[config.mk]
export PLATFORM = sky130hd
export DESIGN_NAME = prog_loader
export DESIGN_NICKNAME = d
export VERILOG_FILES = /design/src/rtl/prog_loader.sv
export SDC_FILE = /design/constraint.sdc
export NUM_CORES = 1
export LEC_CHECK = 0
export ABC_CLOCK_PERIOD_IN_PS = 2680
export CORE_UTILIZATION = 52
export DETAILED_ROUTE_END_ITERATION = 10
export PLACE_DENSITY = 0.84
export SLEW_MARGIN = 10
export SYNTH_ARGS = -nofsm -noshare
export SYNTH_HDL_FRONTEND = slang
export SYNTH_SLANG_ARGS = --single-unit
[constraint.sdc]
create_clock -name clk -period 2.68 [get_ports clk]
set_clock_uncertainty 0.05 [all_clocks]
set_input_delay 0.536 -clock clk [delete_from_list [all_inputs] [get_ports clk]]
set_output_delay 0.536 -clock clk [all_outputs]
set_load 0.05 [all_outputs]
[src/rtl/prog_loader.sv]
// Streams instruction words into the add-jump processor's assembler port,
// pads the unused program slots with NOPs, then runs a paced number of steps.
module prog_loader #(
    parameter int SLOTS    = 16,
    parameter int STEP_DIV = 4
) (
    input  logic                     clk,
    input  logic                     rst_n,
    input  logic                     start,
    input  logic [7:0]               run_steps,
    input  logic                     s_valid,
    output logic                     s_ready,
    input  logic [21:0]              s_word,
    input  logic                     s_last,
    output logic [15:0]              value,
    output logic [1:0]               dest,
    output logic [1:0]               src,
    output logic                     add,
    output logic                     jump,
    output logic                     prog,
    output logic                     advance,
    output logic [$clog2(SLOTS)-1:0] slot,
    output logic                     busy,
    output logic                     done,
    output logic                     ovf
);
    localparam int SLOT_W = $clog2(SLOTS);
    localparam int CNT_W  = $clog2(STEP_DIV);
    localparam logic [SLOT_W-1:0] SLOT_LAST = SLOT_W'(SLOTS - 1);
    localparam logic [CNT_W-1:0]  CNT_LAST  = CNT_W'(STEP_DIV - 2);

    typedef enum logic [3:0] {
        S_IDLE, S_L_WAIT, S_L_SETUP, S_L_PULSE, S_L_HOLD,
        S_P_SETUP, S_P_PULSE, S_P_HOLD, S_R_WAIT, S_R_PULSE, S_DONE
    } state_t;

    state_t              r_state;
    state_t              w_state_next;
    state_t              w_run_entry;
    logic [SLOT_W-1:0]   r_slot;
    logic [7:0]          r_steps;
    logic [21:0]         r_word;
    logic                r_last;
    logic                r_ovf;
    logic [CNT_W-1:0]    r_cnt;
    logic                w_wrap;
    logic                w_cnt_end;

    // The slot about to be written last means its increment wraps the PC to 0.
    assign w_wrap      = (r_slot == SLOT_LAST);
    assign w_cnt_end   = (r_cnt == CNT_LAST);
    assign w_run_entry = (r_steps == 8'd0) ? S_DONE : S_R_WAIT;
    assign slot        = r_slot;
    assign ovf         = r_ovf;

    always_ff @(posedge clk or negedge rst_n) begin
        if (!rst_n) begin
            r_state <= S_IDLE;
        end else begin
            r_state <= w_state_next;
        end
    end

    always_comb begin
        w_state_next = r_state;
        s_ready      = 1'b0;
        prog         = 1'b0;
        advance      = 1'b0;
        value        = '0;
        dest         = '0;
        src          = '0;
        add          = 1'b0;
        jump         = 1'b0;
        busy         = 1'b1;
        done         = 1'b0;
        case (r_state)
            S_IDLE, S_DONE: begin
                busy = 1'b0;
                done = (r_state == S_DONE);
                if (start) w_state_next = S_L_WAIT;
            end
            S_L_WAIT: begin
                s_ready = 1'b1;
                prog    = 1'b1;
                if (s_valid) w_state_next = S_L_SETUP;
            end
            S_L_SETUP, S_L_PULSE, S_L_HOLD: begin
                prog = 1'b1;
                {add, jump, dest, src, value} = r_word;
                if (r_state == S_L_SETUP) begin
                    w_state_next = S_L_PULSE;
                end else if (r_state == S_L_PULSE) begin
                    advance      = 1'b1;
                    w_state_next = S_L_HOLD;
                end else if (w_wrap) begin
                    w_state_next = w_run_entry;
                end else if (r_last) begin
                    w_state_next = S_P_SETUP;
                end else begin
                    w_state_next = S_L_WAIT;
                end
            end
            S_P_SETUP: begin
                prog         = 1'b1;
                w_state_next = S_P_PULSE;
            end
            S_P_PULSE: begin
                prog         = 1'b1;
                advance      = 1'b1;
                w_state_next = S_P_HOLD;
            end
            S_P_HOLD: begin
                prog         = 1'b1;
                w_state_next = w_wrap ? w_run_entry : S_P_SETUP;
            end
            S_R_WAIT: begin
                if (r_steps == 8'd0) w_state_next = S_DONE;
                else if (w_cnt_end)  w_state_next = S_R_PULSE;
            end
            S_R_PULSE: begin
                advance      = 1'b1;
                w_state_next = (r_steps == 8'd1) ? S_DONE : S_R_WAIT;
            end
            default: w_state_next = S_IDLE;
        endcase
    end

    always_ff @(posedge clk or negedge rst_n) begin
        if (!rst_n) begin
            r_slot  <= '0;
            r_steps <= '0;
            r_word  <= '0;
            r_last  <= 1'b0;
            r_ovf   <= 1'b0;
            r_cnt   <= '0;
        end else begin
            case (r_state)
                S_IDLE, S_DONE: begin
                    if (start) begin
                        r_steps <= run_steps;
                        r_ovf   <= 1'b0;
                        r_slot  <= '0;
                    end
                end
                S_L_WAIT: begin
                    if (s_valid) begin
                        r_word <= s_word;
                        r_last <= s_last;
                    end
                end
                S_L_HOLD, S_P_HOLD: begin
                    r_slot <= r_slot + 1'b1;
                    r_cnt  <= '0;
                    if ((r_state == S_L_HOLD) && w_wrap && !r_last) r_ovf <= 1'b1;
                end
                S_R_WAIT: begin
                    r_cnt <= r_cnt + 1'b1;
                end
                S_R_PULSE: begin
                    r_steps <= r_steps - 8'd1;
                    r_cnt   <= '0;
                end
                default: ;
            endcase
        end
    end
endmodule

# After elaboration in Yosys (flattened, before gate mapping)
# Index checks and enable logic that the tools add are counted.
# W data, S select, Z words.
# word_totals
word_cells	78
ff_bits	42
inputBits	35
output_inout_bits	32
# op_classes
mux	32
n_addsub	3
n_reduce_logical	19
eq_ne	17
# op_table
op	count
$mux W4	9
$pmux W4 S8	1
$eq A4 B3 Y1 const B	4
$eq A4 B4 Y1 const B	4
$mux W16	1
$pmux W8 S2	1
$mux W1	10
$eq A4 B2 Y1 const B	2
$eq A8 B1 Y1 const B	1
$logic_not A8 Y1	1
$mux W2	4
$mux W8	1
$pmux W4 S2	1
$sub A8 B1 Y8 const B	1
$reduce_or A7 Y1	1
$ne A2 B2 Y1 const B	3
$reduce_and A2 Y1	3
$reduce_and A3 Y1	2
$reduce_bool A2 Y1	3
$reduce_or A2 Y1	3
$reduce_or A3 Y1	2
$add A4 B1 Y4 const B	1
$eq A4 B1 Y1 const B	1
$logic_not A4 Y1	1
other kinds (8)	10

# Depth between registers and ports, before layout
# Gate-level depths: netlist of run 1.
# depth
depth_word	6
depth_mapped	6
mapped_depth_nobuf	6

# Worst setup path before layout of run 1
# OpenSTA, ideal clock, no wires.
# synth_path
kind	register -> output
start	reg r_state[0]
end	out advance
path_stages_with_launch	4
setup_slack_ns	0.053
n_path_buf	1
required_time_ns	2.094
arrival_ns	2.041
cell_sequence	dfrtp_1 buf_1 inv_1 o32ai_1
# synth_via
elab_chain_len	4
word_cells_on_any_way	10
cone_classes	eq/ne (5); mux (3); reduce/logical (2)
# synth_rtl
element	line	text
start, declared	37	state_t r_state;
start signal, assigned	60	r_state <= w_state_next;
$eq A4 B2 Y1	76, 92	
$mux W1	92	end else if (r_state == S_L_PULSE) begin
$mux W1	90	if (r_state == S_L_SETUP) begin
$pmux W1 S2 (*)	76	case (r_state)
end, declared	21	output logic advance,
# Mark *: on every way between the ends. The rest lies on a longest branch, timed or not.

# Worst setup path after layout of run 1
# layout_path
start	reg r_state[1]
end	out busy
# layout_via
elab_chain_len	3
word_cells_on_any_way	4
cone_classes	eq/ne (1); mux (1); reduce/logical (2)
# layout_rtl
element	line	text
$eq A4 B4 Y1 / $logic_not A4 Y1 (equally long branches)	76	
$reduce_or A2 Y1 (*)	76	
$mux W1 (*)	76	
end, declared	23	output logic busy,
# Marks and branches as above.

==> metrics.txt, run 1 <==
RSZ-0062 raised after global routing=false; Net Sw Power=~0.54 mW; total number of vias=1894; critical path fanouts, max=6; P_int=1.12 mW; remaining antenna violation count=0; starting density of the core=0.543; H-tree depth=2; Netlist cell types=48; most numerous cell in the Yosys netlist=dfrtp_1; Setup-failing EPs final=0; die width=69.7 um; Antenna Cells=0; post_cts resized=0; post-CTS setup buffer count=0; DRT iter0 DRCs=125; buffers added on ports=between 60 and 70; post-synth top area cell=dfrtp_1; main flop type after synthesis=dfrtp_1; total track usage=0.239; worst path required time=2.09 ns; VDD IR max=0.342 mV; setup_tns=0 ns; WL per Instance=roughly 16 um; FMAX=0.399 GHz; CTS tree=built; Flop pwr share=0.470; share of layout cells above drive strength 1=0.252; crit share post-route=0.935; Total Nets Final=~330; Root Buffer=clkbuf_8; Worst Hold Slack=0.327 ns; post-synth top area share=0.441; Async S/R FF share, synth=1.00; routability cong.=0.878; drt drc=0; Worst Hold Class=primary input to asynchronous set/reset pin; Worst-path clk slew=0.08 ns; Num CTS Buffers=5; Rel. slew slack=0.380; fin. max-slew vios=0; Final Hold Viols=0; post-cts hold buffer count=0; Worst Path Arrival=between 1.5 and 2 ns; Mean Syn Cell Area=10.8 sq um; DR pass1 iterations=4; die footprint=0.00485 sq mm; Clk Latency, worst-skew pair=0.29 ns; DP Wirelength=3950 um; terminus of the critical flop-to-flop path=r_word[7]$_DFFE_PN0P_; outcome=complete, no violations; Yosys warning total=0; Seq cells post-synth=42; Synth area leaders=dfrtp_1, mux2_4, and2_1; MaxCap Viol Count=0; sequential element share of the synthesized area=0.441; GRT overflow=0; Die Y=69.7 um; Leak=approximately 1.5 nW; reg2reg start=r_state[2]$_DFFE_PN0P_; Synth Cell Area=0.00238 sq mm; sw frac=0.324; initial antenna violation count=0; R2R depth=5; Commonest cells post-synth=dfrtp_1, and2_1, mux2_4; # rows=24; largest net degree at the start of global routing=43; Crit. End Element=output pin; Critical Path Start Type=flip-flop; CP Class=flip-flop to output pin; vias per cell=5.60; Clock power frac=0.242; synthesis-to-finish area growth=42.1%; clock buffer depth=2; vias in the first global route=1953; PwrDens=roughly 490 mW/mm^2; WL final=about 5400 um; reg-to-reg setup timing slack=between 0.5 and 0.6 ns; first-pass GRT wire length=9140 um; Worst Tran Pin Value=about 0.93 ns; Core Box Area=0.00438 sq mm; Ports=67; CTS Sinks=42; Post-Syn Instances=220; crit path time final=2.51 ns; EDFF count, synth=0; Comb pwr share=0.288; Mapped Nets=260
## kinds of logic (layout without fill, tap and decap cells)
| logic type | Yosys count | count (layout) | share of synthesized area |
|---|---|---|---|
| adders and majority gates | 5 | 5 | 0.0263 |
| AOI/OAI and AO/OA | 37 | 37 | 0.112 |
| and+or+nand+nor | 87 | 87 | 0.207 |
| xor gates and xnor gates | 4 | 4 | 0.0147 |
| buffers and inverters | 17 | 83 | 0.0373 |
| DFF | 42 | 42 | 0.441 |
| muxes | 28 | 28 | 0.162 |
## sequential cells by signal, summed over array words and instances (netlist names)
register / count
slot: 4
r_word: 22
r_cnt: 2
ovf: 1
r_last: 1
r_steps: 8
r_state: 4
## cell type report
class	instances	area [sq um]
multi-input cells	161	1240
inverters	5	18.8
repair buffers	72	926
fillers	277	1000
clock buffers	6	82.6
well taps	52	65.1
flip-flops and latches	42	1050
## worst max path at each step
stage	from	to	slack, ns
after global routing	r_state[1]$_DFFE_PN0P_	busy	0.004
after global placement	r_state[0]$_DFFE_PN0P_	done	0.54
after floorplan	r_state[0]$_DFFE_PN0P_	advance	0.05
after detailed placement	r_state[1]$_DFFE_PN0P_	busy	0.50
final	r_state[1]$_DFFE_PN0P_	busy	0.17
after CTS	r_state[1]$_DFFE_PN0P_	busy	0.17
## critical path, stage by stage, from the launching register on
cell and delay [ns]:
dfrtp_1 0.42, xnor2_1 0.40, nand2_1 0.09, clkdlybuf4s50_1 0.71
## power groups by stage
stage	sequential [mW]	combinational, mW	clock (mW)
6_report	0.778	0.478	0.401
5_1_grt	0.788	0.535	0.439
4_1_cts	0.775	0.476	0.416
3_5_place_dp	0.788	0.475	0
3_3_place_gp	0.779	0.463	0
2_1_floorplan	0.762	0.342	0
## cell usage in the layout, fill, tap and decap left out, types with 3 or more instances in the layout
master,count
a21oi_1,10
and2_1,22
buf_12,23
buf_4,8
clkbuf_8,6
clkdlybuf4s50_1,40
dfrtp_1,42
ha_1,5
inv_1,4
mux2_2,4
mux2_4,20
mux2i_1,4
nand2_1,16
nand2b_1,4
nand3_1,8
nor2_1,13
nor3_1,7
o211ai_1,5
o21ai_0,4
o2bb2ai_1,3
xnor2_1,3
## metrics by stage
stage	area, sq um	worst slack, ns	instances	total power, mW	util
CTS	3380	0.167	338	1.67	0.772
floorplan	2380	0.0528	220	1.10	-
global route	3380	0.00395	338	1.76	0.772
finish	3380	0.173	338	1.66	0.772
global placement	3300	0.540	332	1.24	0.753
detailed placement	3300	0.501	332	1.26	0.753
## metal layers
metal | wire, um | global-route usage
met1 | 2370 | 0.307
met2 | 2560 | 0.379
met3 | 392 | 0.0828
met4 | 68 | 0.0778
met5 | 0 | 0
Power figures use the tool's default switching activity.
==> run 2, diff against run 1 <==
Settings changed: ABC_AREA set to 0, CORE_MARGIN set to 10.
==> metrics.txt, run 2 (same netlist as run 1, synthesis figures left out) <==
outcome=complete, no violations; synthesis-to-finish area growth=43.6%; Worst Tran Pin Value=about 0.94 ns; GRT overflow=0; die footprint=0.00769 sq mm; reg-to-reg setup timing slack=0.59 ns; Ports=67; Total Nets Final=about 330; VDD IR max=approximately 0.27 mV; Rel. slew slack=0.376; first-pass GRT wire length=a little over 10000 um; starting density of the core=0.543; drt drc=0; PwrDens=slightly above 500 mW/mm^2; FMAX=around 0.39 GHz; final core utilization=0.780; DRT iter0 DRCs=118; clock buffer depth=2; vias in the first global route=2053; share of layout cells above drive strength 1=0.267; worst path required time=2.09 ns; H-tree depth=2; die width=87.7 um; Worst Hold Class=primary input to asynchronous set/reset pin; routability cong.=0.934; Core Box Area=around 0.0044 sq mm; post-place setup slack=0.230 ns; Antenna Cells=0; sw frac=0.310; Num CTS Buffers=5; Root Buffer=clkbuf_8; Final Hold Viols=0; total track usage=0.164; critical path fanouts, max=9; Flop pwr share=0.440; fin. max-slew vios=0; DP Wirelength=approximately 4500 um; Crit. End Element=output pin; largest registers=r_word: 22 flops, r_steps: 8 flops; total number of vias=~1900; # rows=24; Setup-failing EPs final=0; largest register by flop count=r_word; Comb pwr share=0.276; setup_tns=0 ns; Worst Path Arrival=1.95 ns; WL per Instance=around 17 um; initial antenna violation count=0; Worst-path clk slew=0.08 ns; largest net degree at the start of global routing=43; Net Sw Power=0.537 mW; P_int=around 1.2 mW; MaxCap Viol Count=0; CTS Sinks=42; crit share post-route=0.947; Clock power frac=0.284; Clk Latency, worst-skew pair=0.29 ns; Leak=1.56 nW; RSZ-0062 raised after global routing=false; commonest non-fill, non-tap cell in the layout=dfrtp_1; CP Class=flip-flop to output pin; crit path time final=2.54 ns; WL final=a little under 6000 um; most frequent cells in the layout=dfrtp_1, clkdlybuf4s50_1, buf_12; Critical Path Start Type=flip-flop; buffers added on ports=66; Die Y=87.7 um; CTS tree=built; Worst Slack Setup Final=0.143 ns; remaining antenna violation count=0; max FFs per register=22; post-CTS setup buffer count=0; vias per cell=5.50; DR pass1 iterations=4
-- run 2: changes by cell type in the layout (fill, tap and decap cells not counted), sizes merged --
cell / before / now
clkinv: 0 / 2
buf: 32 / 33
bufinv: 0 / 1
clkdlybuf4s50: 40 / 39
clkbuf: 6 / 5
-- run 2: stage by stage --
stage / hold slack (ns) / cell area [sq um] / total power, mW / cells
floorplan: 0.190 / 2380 / 1.10 / 220
global placement: 0.438 / 3300 / 1.24 / 332
detailed placement: 0.431 / 3300 / 1.25 / 332
CTS: 0.359 / 3410 / 1.75 / 340
global route: 0.396 / 3420 / 1.85 / 340
finish: 0.333 / 3420 / 1.73 / 340
-- run 2: worst paths after layout --
kind	to	cells past startpoint	from
min in group clk	ovf$_DFFE_PN0P_	2	ovf$_DFFE_PN0P_
worst max register to register	r_word[5]$_DFFE_PN0P_	5	r_state[3]$_DFFE_PN0P_
worst max-delay path	busy	4	r_state[1]$_DFFE_PN0P_
worst min register to register	ovf$_DFFE_PN0P_	2	ovf$_DFFE_PN0P_
max in group asynchronous	r_steps[7]$_DFFE_PN0P_	1	rst_n
worst min-delay path	r_word[2]$_DFFE_PN0P_	1	rst_n
-- run 2: what timing repair did --
| item | CTS | global route |
|---|---|---|
| setup endpoints to repair | 22 | 1 |
| resized for setup | 1 | 1 |
| hold buffers | 0 | 0 |
-- run 2: critical path, cell delays in order, from the launching register on --
cell and delay, ns:
dfrtp_1 0.42, buf_4 0.18, xnor2_2 0.27, nand2_1 0.08, clkdlybuf4s50_1 0.71
-- run 2: cell type report --
| cell class | count | area (sq um) |
|---|---|---|
| multi-input cells | 161 | 1250 |
| clock buffers | 5 | 68.8 |
| flip-flops and latches | 42 | 1050 |
| well taps | 52 | 65.1 |
| inverters | 5 | 18.8 |
| clock inverters | 3 | 40.0 |
| repair buffers | 72 | 923 |
| fillers | 281 | 966 |
-- run 2: power groups by stage --
stage,registers [mW],clock network (mW),logic (mW)
global placement,0.772,0,0.469
CTS,0.761,0.504,0.481
detailed placement,0.774,0,0.478
floorplan,0.762,0,0.342
global route,0.774,0.532,0.546
finish,0.762,0.492,0.479
-- run 2: metal layers --
metal / global-route usage / vias to the layer above / share of wire
met1: 0.189 / 889 / 0.42
met2: 0.262 / 59 / 0.47
li1: - / 914 / -
met5: 0 / - / 0
met3: 0.0882 / 9 / 0.11
met4: 0.0406 / 0 / 0.010
==> patch 1: new RTL, settings of run 1 <==
Register the output `ovf` once more, cleared by the reset; this adds one clock of latency there. The other outputs are not delayed to match.
--- a/src/rtl/prog_loader.sv
+++ b/src/rtl/prog_loader.sv
@@ -51,7 +51,13 @@
     assign w_cnt_end   = (r_cnt == CNT_LAST);
     assign w_run_entry = (r_steps == 8'd0) ? S_DONE : S_R_WAIT;
     assign slot        = r_slot;
-    assign ovf         = r_ovf;
+    always_ff @(posedge clk or negedge rst_n) begin
+        if (!rst_n) begin
+            ovf <= '0;
+        end else begin
+            ovf <= r_ovf;
+        end
+    end
 
     always_ff @(posedge clk or negedge rst_n) begin
         if (!rst_n) begin
Check against the original RTL: no difference found for any inputs over 10 cycles, from zero or initial values and one cycle with rst_n low; that may be too few to reach the edited logic, so the function may still have changed.
==> patch 1 against run 1 <==
- first-iteration DRC count grew 25%
- sequential share of layout area grew 0.77 points
- setup slack lost 14 ps
- synthesized area grew 0.63%
- hold slack lost 87 ps
- synthesized cell count grew 4.5%
- cell count grew 2.7%
- design area shrank 0.11%
- sequential cell count grew 1
- wire length grew 3.7%
Power is not compared: it rests on default switching activity, and its combinational part moved more than twofold at a synthesized area within 25%.
==> patch 1: results (changes against run 1) <==
* CTS Root Cell: clkbuf_8
* Status: completed
* Total Nets Final at 334 (+2.1%)
* Worst Path Arrival at 1930 ps
* Setup bufs post-CTS at 0 (unchanged)
* Vias/cell at 5.64 (+0.65%)
* Placed wire-length estimate at 4010 um (+1.4%)
* R2r setup slk at 680 ps (+110 ps)
* Pre-antenna DRT Iters at 4 (unchanged)
* Post-synthesis cell type count at 52 (+8.3%)
* Final WL at 5590 um (+3.7%)
* Later-pin clock latency in the skew report at 310 ps (+20 ps)
* N_diodes at 0 (unchanged)
* VDD IR max at 507 uV
* Largest net degree at the start of global routing at 44 (+2.3%)
* Primary FF master, synth: dfrtp_1
* Total track usage at 0.238 (-0.00101)
* Mapped Nets at 270 (+3.8%)
* CTS H-Tree Depth at 2 (unchanged)
* Final hold viol count at 0 (unchanged)
* Place WS at 508 ps (+7.26 ps)
* Clock-pin slew on the worst setup and hold paths at 90 ps
* PortBufs at 66 (unchanged)
* Regs by FF count: r_word (22), r_steps (8)
* CTS resizes at 0 (unchanged)
* FFs w/ async S/R, synth at 1.00 (unchanged)
* Initial antenna violation count at 0 (unchanged)
* Vias in the first global route at 1854 (-5.1%)
* Top cells by area, synth: dfrtp_1 (45%), mux2_2 (11%), and2_1 (5.7%)
* Synth warnings at 0 (unchanged)
* Critical Path Fanout Max at 22 (+16)
* P_leak at 1.42 nW
* CTS buffer count at 5 (unchanged)
* Initial DRC Count at 156 (+25%)
* HP Class: in2async
* First-pass GRT wire length at 8980 um (-1.7%)
* Worst Tran Pin Value at 708 ps (-222 ps)
* Share of cells above drive strength 1 at 0.258 (+0.00588)
* Most frequent cells after synthesis: dfrtp_1 (43), mux2_2 (23), and2_1 (22)
* Placer Congestion at 0.919 (+4.7%)
* Area after DPL at 3300 um2 (-0.19%)
* Sequential area share after synthesis at 0.449 (+0.00768)
* Fin crit share at 0.941 (+0.00512)
* Fin Hold WS at 240 ps (-86.7 ps)
* Max clock buf depth at 2 (unchanged)
==> patch 1: kinds of logic (layout without fill, tap and decap cells) <==
logic type,Yosys count,count (layout),share of synthesized area
multiplexers,27,27,0.125
XOR/XNOR,6,6,0.0219
adder cells (fa/ha/maj),5,5,0.0261
AND/OR/NAND/NOR,86,86,0.207
AO/OA/AOI/OAI,40,40,0.120
flip-flops,43,43,0.449
buffers and inverters,23,88,0.0512
==> patch 1: layer usage <==
layer | share of wire | track usage | vias up
met3 | 0.049 | 0.0505 | 5
li1 | - | - | 940
met2 | 0.50 | 0.387 | 59
met1 | 0.44 | 0.321 | 953
met5 | 0 | 0 | -
met4 | 0.010 | 0.0711 | 0
==> patch 1: worst paths after layout <==
kind / start / to / cells past startpoint
min: rst_n / r_word[17] / 2
max reg2reg: r_state[1] / r_word[12] / 5
max: r_state[1] / value[5] / 7
min in group clk: r_ovf / ovf / 0
max in group asynchronous: rst_n / r_word[10] / 2
min reg2reg: r_ovf / ovf / 0
==> patch 1: cell type report <==
class                   count  area (um2)
clock buffers               6        72.6
inverters                   7        26.3
repair buffers             73         931
clock inverters             2        12.5
well taps                  52        65.1
multi-input cells         164        1200
fillers                   305        1000
flip-flops and latches     43        1080
==> patch 1: critical path: stages, from the launching register on <==
cell and delay (ps):
dfrtp_1 490, buf_4 210, nor3b_1 190, a21oi_1 60, nor2_1 80, buf_4 220, and2_1 220, buf_12 150
==> patch 1: through the flow <==
step / power (mW) / std cells
2_1_floorplan: 1.83 / 230
3_3_place_gp: 2.06 / 339
3_5_place_dp: 2.13 / 339
4_1_cts: 2.55 / 347
5_1_grt: 2.68 / 347
6_report: 2.53 / 347
==> patch 1: report_power, final <==
part / internal (mW) / switching (mW) / total [mW]
logic: 0.500 / 0.512 / 1.01
clock network: 0.182 / 0.234 / 0.416
registers: 0.917 / 0.187 / 1.10
total: 1.60 / 0.933 / 2.53
==> patch 2: new RTL, flow settings as in run 1 <==
Made on the original files. Change the parameter `SLOTS` from 16 to 8.
--- a/src/rtl/prog_loader.sv
+++ b/src/rtl/prog_loader.sv
@@ -1,7 +1,7 @@
 // Streams instruction words into the add-jump processor's assembler port,
 // pads the unused program slots with NOPs, then runs a paced number of steps.
 module prog_loader #(
-    parameter int SLOTS    = 16,
+    parameter int SLOTS    = 8,
     parameter int STEP_DIV = 4
 ) (
     input  logic                     clk,
Interface: changed (resized slot); port bits go from 67 to 66. The function was not compared with the original's and may differ.
==> patch 2 against run 1 <==
- wire length increased by 0.15%
- synthesized area is 4.8% lower
- sequential cell count fell by 1
- via count is 2.8% lower
- design area is 3.4% lower
- setup slack lost 76 ps
- register-to-register slack lost 60 ps
- critical path type unchanged
- largest cell class unchanged
- highest routed layer unchanged
Power is not compared: it rests on default switching activity, and its combinational part moved more than twofold at a synthesized area within 25%.
==> patch 2: results (changes against run 1) <==
* GRT met1 Usage at 0.333 (+0.0263)
* Area Overhead vs Synth at 44.1%
* Initial DRC Count at 128 (+2.4%)
* Total Nets Final at 319 (-2.4%)
* Placer Congestion at 0.877 (about the same)
* GR Util met3 at 0.0583 (-0.0245)
* First-pass GRT wire length at 8530 um (-6.6%)
* Mapped Nets at 257 (-1.2%)
* Post-synthesis cell type count at 45 (-6.3%)
* Worst Path Arrival at 2000 ps (+80 ps)
* Place WS at 350 ps (-151 ps)
* Met2 usage at 0.412 (+0.0331)
* Met2 WL at 2750 um (+7.5%)
* Top cells by area, synth: dfrtp_1 (45%), mux2_2 (12%), and2_1 (6.3%)
* Total track usage at 0.254 (+0.0156)
* FILL cells at 256 (-7.6%)
* Slew headroom at 0.385 (+0.00477)
* Final WL at 5400 um (+0.15%)
* PortBufs at 65 (-1.5%)
* Regs by FF count: r_word (22), r_steps (8), r_state (4)
* Wire length on met3 at 285 um (-27%)
* Area after DPL at 3150 um2 (-4.7%)
* Status: completed
* Adder-cell share of the synthesized area at 0.0331 (+0.00684)
* Worst R2R End: r_state[1]
* Vias at 1841 (-2.8%)
* Critical Path Fanout Max at 16 (+10)
* Post-Synth XOR/XNOR Area at 0.0116 (-0.00312)
* Mux share of post-synthesis cell area at 0.132 (-0.0294)
[patch 2: changes by cell type after synthesis, sizes merged, moves of 3 or more]
cell     change
o2bb2ai      -3
nor2         -3
o21ai        +3
inv          +3
a221o        +3
[patch 2: logic make-up (layout without fill, tap and decap cells)]
logic type	Yosys count	after routing
flops	41	41
xor+xnor	3	3
fa+ha+maj	6	6
buf+inv	21	84
compound gates	33	33
simple gates	85	85
mux	27	27
[patch 2: worst min-delay path by stage]
stage                     from          to  slack [ps]
floorplan                rst_n         ovf         190
global placement     r_word[2]   r_word[2]         430
detailed placement  r_word[11]  r_word[11]         430
CTS                      rst_n  r_steps[1]         350
global route             rst_n  r_steps[3]         390
finish                   rst_n  r_steps[3]         320
[patch 2: cell type report]
type | count | area share
clock buffer | 6 | 0.0253
clock inverter | 2 | 0.0115
inverter | 8 | 0.00919
multi-input combinational | 154 | 0.346
sequential | 41 | 0.315
tap | 50 | 0.0191
timing repair buffer | 68 | 0.274
